--- config.mk ---
export PLATFORM = sky130hd
export DESIGN_NAME = tt_sel_engine
export DESIGN_NICKNAME = d
export VERILOG_FILES = /design/src/rtl/tt_pkg.sv /design/src/rtl/tt_sync_deb.sv /design/src/rtl/tt_sel_engine.sv
export SDC_FILE = /design/constraint.sdc
export NUM_CORES = 1
export LEC_CHECK = 0
export CAP_MARGIN = 20
export CELL_PAD_IN_SITES_DETAIL_PLACEMENT = 1
export CELL_PAD_IN_SITES_GLOBAL_PLACEMENT = 1
export CORE_ASPECT_RATIO = 0.9
export CORE_UTILIZATION = 36
export CTS_CLUSTER_SIZE = 8
export DETAILED_ROUTE_END_ITERATION = 16
export GPL_TIMING_DRIVEN = 0
export PLACE_DENSITY_LB_ADDON = 0.1
export SLEW_MARGIN = 20
export SYNTH_ARGS = -nofsm -noshare
export SYNTH_HDL_FRONTEND = slang
export SYNTH_SLANG_ARGS = --single-unit
--- constraint.sdc ---
create_clock -name clk -period 1.78 [get_ports clk]
set_input_delay 0.534 -clock clk [delete_from_list [all_inputs] [get_ports clk]]
set_output_delay 0.534 -clock clk [all_outputs]
set_load 0.005 [all_outputs]
--- src/rtl/tt_pkg.sv ---
// Shared types and default grid geometry for the Tiny Tapeout user-module selection engine.
package tt_pkg;

    typedef enum logic [1:0] {
        S_RESET  = 2'd0,
        S_SETTLE = 2'd1,
        S_ACTIVE = 2'd2
    } sel_state_t;

    localparam int G_X_DEF  = 16;
    localparam int G_Y_DEF  = 24;
    localparam int BR_W_DEF = 5;

    localparam int N_UM_TOT = G_X_DEF * G_Y_DEF;
    localparam int UM_W     = $clog2(G_X_DEF);

endpackage

--- src/rtl/tt_sync_deb.sv ---
// Pad conditioner: a SYNC_STAGES-deep synchroniser followed, when FILTER is set, by a
// level debouncer that accepts a change only after DEB_CYC consecutive disagreeing cycles.
module tt_sync_deb
    import tt_pkg::*;
#(
    parameter int SYNC_STAGES = 2,
    parameter int DEB_CYC     = 4,
    parameter bit FILTER      = 1'b1
) (
    input  logic clk,
    input  logic rst,
    input  logic pad,
    output logic level
);

    localparam bit USE_FILTER = FILTER && (DEB_CYC >= 1);

    logic [SYNC_STAGES-1:0] chain;
    logic                   synced;

    // NOTE: sequential state is written with <= so every flop samples pre-edge values.
    always_ff @(posedge clk) begin
        if (rst) begin
            chain <= '0;
        end else begin
            chain <= {chain[SYNC_STAGES-2:0], pad};
        end
    end

    assign synced = chain[SYNC_STAGES-1];

    generate
        if (USE_FILTER) begin : g_deb
            localparam int            DW     = (DEB_CYC > 1) ? $clog2(DEB_CYC) : 1;
            localparam logic [DW-1:0] D_LAST = DW'(DEB_CYC - 1);

            logic [DW-1:0] run;
            logic          filt;

            // Any cycle of agreement restarts the disagreement run.
            always_ff @(posedge clk) begin
                if (rst) begin
                    run  <= '0;
                    filt <= 1'b0;
                end else if (synced == filt) begin
                    run <= '0;
                end else if (run == D_LAST) begin
                    filt <= synced;
                    run  <= '0;
                end else begin
                    run <= run + 1'b1;
                end
            end

            assign level = filt;
        end else begin : g_pass
            assign level = synced;
        end
    endgenerate

endmodule

--- src/rtl/tt_sel_engine.sv ---
// User-module selection engine: turns the conditioned control pads into a settled
// {branch, um} address, a sticky valid flag and a gated enable for the mux spine.
module tt_sel_engine
    import tt_pkg::*;
#(
    parameter int G_X         = G_X_DEF,
    parameter int G_Y         = G_Y_DEF,
    parameter int BR_W        = BR_W_DEF,
    parameter int SYNC_STAGES = 2,
    parameter int DEB_CYC     = 4,
    parameter int SETTLE_CYC  = 8
) (
    input  logic                    clk,
    input  logic                    rst,
    input  logic                    pad_sel_rst_n,
    input  logic                    pad_sel_inc,
    input  logic                    pad_ena,
    output logic [BR_W-1:0]         sel_branch,
    output logic [$clog2(G_X)-1:0]  sel_um,
    output logic                    sel_ena,
    output logic                    sel_valid
);

    localparam int N_TOT = G_X * G_Y;
    localparam int UMW   = $clog2(G_X);
    localparam int CNT_W = $clog2(N_TOT);
    localparam int STL_W = $clog2(SETTLE_CYC + 1);

    localparam logic [CNT_W-1:0] CNT_LAST = CNT_W'(N_TOT - 1);
    localparam logic [STL_W-1:0] STL_LAST = STL_W'(SETTLE_CYC - 1);

    logic rst_s;
    logic inc_f;
    logic ena_s;
    logic inc_f_q;
    logic inc_evt;

    sel_state_t       state, state_n;
    logic [CNT_W-1:0] cnt, cnt_n, cnt_inc;
    logic [STL_W-1:0] stl, stl_n;
    logic             ena_n;
    logic             valid_n;

    // Reset and enable pads only need synchronising; the increment pad is also debounced.
    tt_sync_deb #(
        .SYNC_STAGES (SYNC_STAGES),
        .DEB_CYC     (1),
        .FILTER      (1'b0)
    ) u_rst_pad (
        .clk   (clk),
        .rst   (rst),
        .pad   (pad_sel_rst_n),
        .level (rst_s)
    );

    tt_sync_deb #(
        .SYNC_STAGES (SYNC_STAGES),
        .DEB_CYC     (DEB_CYC),
        .FILTER      (1'b1)
    ) u_inc_pad (
        .clk   (clk),
        .rst   (rst),
        .pad   (pad_sel_inc),
        .level (inc_f)
    );

    tt_sync_deb #(
        .SYNC_STAGES (SYNC_STAGES),
        .DEB_CYC     (1),
        .FILTER      (1'b0)
    ) u_ena_pad (
        .clk   (clk),
        .rst   (rst),
        .pad   (pad_ena),
        .level (ena_s)
    );

    assign inc_evt = inc_f & ~inc_f_q;
    assign cnt_inc = (cnt == CNT_LAST) ? '0 : cnt + 1'b1;

    always_ff @(posedge clk) begin
        if (rst) begin
            state     <= S_RESET;
            cnt       <= '0;
            stl       <= '0;
            sel_ena   <= 1'b0;
            sel_valid <= 1'b0;
            inc_f_q   <= 1'b0;
        end else begin
            state     <= state_n;
            cnt       <= cnt_n;
            stl       <= stl_n;
            sel_ena   <= ena_n;
            sel_valid <= valid_n;
            inc_f_q   <= inc_f;
        end
    end

    // NOTE: every signal written here gets a default first, so no path can infer a latch.
    always_comb begin
        state_n = state;
        cnt_n   = cnt;
        stl_n   = stl;
        ena_n   = 1'b0;
        valid_n = 1'b0;

        if (!rst_s) begin
            // Selection reset wins over a coincident increment.
            state_n = S_RESET;
            cnt_n   = '0;
            stl_n   = '0;
        end else begin
            unique case (state)
                S_RESET: begin
                    state_n = S_SETTLE;
                    cnt_n   = '0;
                    stl_n   = '0;
                end
                S_SETTLE: begin
                    if (inc_evt) begin
                        cnt_n = cnt_inc;
                        stl_n = '0;
                    end else if (stl == STL_LAST) begin
                        state_n = S_ACTIVE;
                        stl_n   = '0;
                        valid_n = 1'b1;
                    end else begin
                        stl_n = stl + 1'b1;
                    end
                end
                S_ACTIVE: begin
                    if (inc_evt) begin
                        state_n = S_SETTLE;
                        cnt_n   = cnt_inc;
                        stl_n   = '0;
                    end else begin
                        valid_n = 1'b1;
                        ena_n   = ena_s;
                    end
                end
                default: begin
                    state_n = S_RESET;
                    cnt_n   = '0;
                    stl_n   = '0;
                end
            endcase
        end
    end

    assign sel_um     = cnt[UMW-1:0];
    assign sel_branch = BR_W'(cnt >> UMW);

endmodule
==> impl_metrics.ini <==
[grt]
grt_start_max_net_pins = 16
antenna_found_initial = 0
grt_usage_pct = 15.5
grt_pass1_vias = 896
grt_overflow_total = 0
grt_pass1_wl_um = 3860

[setup_path]
crit_path_max_fanout = 3
critical_path_class = reg -> out
worstPathArrival_ns = 1.20
crit_path_max_incr_delay_ns = 0.50
end_kind = primary output
cp.buffers_inverters = 1
slowest_stage = clkdlybuf4s50_1
cp_top_family = buffers and inverters
worstPathCellList = clkdlybuf4s50_1
worstPathRequired_ns = 1.25
cp-start-kind = register

[layout]
area_growth_pct = 27.1
final_area_um2 = 1450
n_antenna_cell = 0
final_layout_size_suffix_gt1_share_pct = 15.0
nets = 160

[timing]
setup-tns-final_ns = 0
tightest_slew_ns = 0.357
timing.fmax_mhz = 575
period_share_pct = 97.6
hold_viol = 0
period_minus_slack_ns = 1.74
finClkSkew_ns = 0.0121
slew_viol_final = 0
relSlewSlack_pct = 76.2
setup_viol = 0

[clocking]
clock-sinks = 27
cts_made_buffers = 3
clk_pin_slew_ns = 0.14
cts_tree = yes
ctsHoldBuffers = 0
cts_max_path_buffers = 2
root_buffer = clkbuf_4
htree_levels = 1
clock_latency_ns = 0.33

[flow_run]
drv_cap = 0

[synthesis]
post_synth_num_cell_types = 32
synth_area_um2 = 1140
seq_area_frac_synth_pct = 47.5
postSynthCellCount = 122
ys_ff_latch = 27
syn_area_per_cell_um2 = 9.32
yosysWarnings = 0
syn_nets = 134
synth_flop_cell = dfxtp_1
synth_edf_count = 0
async_flop_share_pct = 0

[status]
status = complete, no violations

[detailed_routing]
vias = 899
final_antenna_net_count = 0
drc = 0
drt_iter0_markers = 24
vias_per_cell = 4.81
wire_per_inst_um = 12.4
wl_um = 2320
first_pass_iters = 4

[place]
port_buffers = 15
dpl_cell_area_um2 = 1340
place_hpwl_um = 1750
place.gp.congestion = 0.706

[pwr]
power_density_nw_per_um2 = 624
power_uw = 902
leakagePower_nw = 0.593
ir_worst_vdd_mv = 0.466

[floorplan]
core_area_um2 = 2860
die_w_um = 61.2
io_pins = 16
dieArea_um2 = 3390
die_h_um = 55.3
initial_utilization_pct = 39.8
fp-row-count = 18

[worst_hold_path]
hold_class = reg -> reg
-- synthesized netlist by cell type (2+ instances only) --
master     n  share of area (%)
dfxtp_1   27                 48
nor2_1    14                4.6
nand2_1   11                3.6
nor2b_1   11                6.1
a21oi_1    8                3.5
ha_1       7                7.7
inv_1      4                1.3
o21ai_0    4                1.8
nand4_1    3                1.7
xnor2_1    3                2.3
xor2_1     3                2.3
clkbuf_1   2               0.66
mux2i_1    2                1.8
nand2b_1   2                1.1
nand3_1    2               0.88
nand3b_1   2                1.3
or4b_1     2                1.8
-- what timing repair did --
item,in CTS,in global routing
endpoints found under the hold margin,0,0
gates resized for setup,12,5
pin swaps,0,1
setup endpoints to repair,9,9
buffers inserted,5,2
-- final timing paths --
| path | start | end | slack [ns] | depth (start not counted) |
|---|---|---|---|---|
| max reg2reg | cnt[1]$_SDFFE_PP0N_ | cnt[7]$_SDFFE_PP0N_ | 0.09 | 6 |
| max | cnt[0]$_SDFFE_PP0N_ | sel_um[0] | 0.04 | 1 |
| min reg2reg | u_ena_pad.chain[1]$_SDFF_PP0_ | sel_ena$_SDFF_PP0_ | 0.43 | 2 |
| min | u_ena_pad.chain[1]$_SDFF_PP0_ | sel_ena$_SDFF_PP0_ | 0.43 | 2 |
-- cell families (layout without fill, tap and decap cells) --
| kind of cell | count (synthesis) | count (layout) | share of synthesized area [%] |
|---|---|---|---|
| simple gates | 56 | 56 | 27.2 |
| flops | 27 | 27 | 47.5 |
| compound gates | 18 | 18 | 9.24 |
| fa+ha+maj | 7 | 7 | 7.70 |
| xor+xnor | 6 | 6 | 4.62 |
| buf+inv | 6 | 31 | 1.98 |
| mux | 2 | 2 | 1.76 |
-- power by group --
part	leakage (nW)	internal (mW)	switching (mW)	total, mW
clock network	0.0177	0.0845	0.178	0.263
registers	0.224	0.607	0.00319	0.610
logic	0.351	0.0172	0.0117	0.0289
-- worst register-to-register path: cells and delay by family, from the launching register on --
family          cells  cell delay (ns)
flops               1             0.36
buf+inv             1             0.13
fa+ha+maj           1             0.18
simple gates        3             0.79
compound gates      1             0.15
-- through the flow --
step	util [%]	setup slack, ns	instances	hold slack [ns]
3_3_place_gp	46.8	-0.0682	177	0.407
3_5_place_dp	46.8	-0.145	177	0.418
4_1_cts	49.7	0.00225	186	0.437
6_report	50.5	0.0419	187	0.431
2_1_floorplan	-	0.128	122	0.397
5_1_grt	50.5	-0.00306	187	0.467
-- registers in the layout, indices dropped and copies added (netlist names) --
register,count
u_rst_pad.chain,2
cnt,9
sel_ena,1
u_inc_pad.g_deb.run,2
u_ena_pad.chain,2
inc_f_q,1
sel_valid,1
u_inc_pad.chain,2
state,2
stl,4
u_inc_pad.level,1
-- cells in the final DEF (no fill, tap or decap), types with 3 or more instances in the layout --
master,instances
nor2_1,14
ha_1,7
dlymetal6s2s_1,4
xor2_1,3
clkbuf_4,3
o21ai_0,4
dfxtp_4,3
xnor2_1,3
nand2_1,11
buf_4,7
dfxtp_1,18
dfxtp_2,6
nand4_1,3
nor2b_1,10
inv_1,4
a21oi_1,8
clkdlybuf4s50_1,11
-- routing by layer --
layer | global-route usage (%) | wire length (um)
met4 | 5.84 | 44
met5 | 0 | 0
met1 | 18.8 | 1090
met3 | 4.92 | 83
met2 | 24.8 | 1110
-- layout make-up --
type / instances / area, um2
sequential: 27 / 559
buffer: 1 / 3.75
inverter: 4 / 15.0
multi-input combinational: 89 / 577
tap: 40 / 50.0
clock buffer: 3 / 22.5
clock inverter: 1 / 5.00
timing repair buffer: 22 / 213
fill: 341 / 1420
No activity file was read; power rests on OpenSTA's default activity.
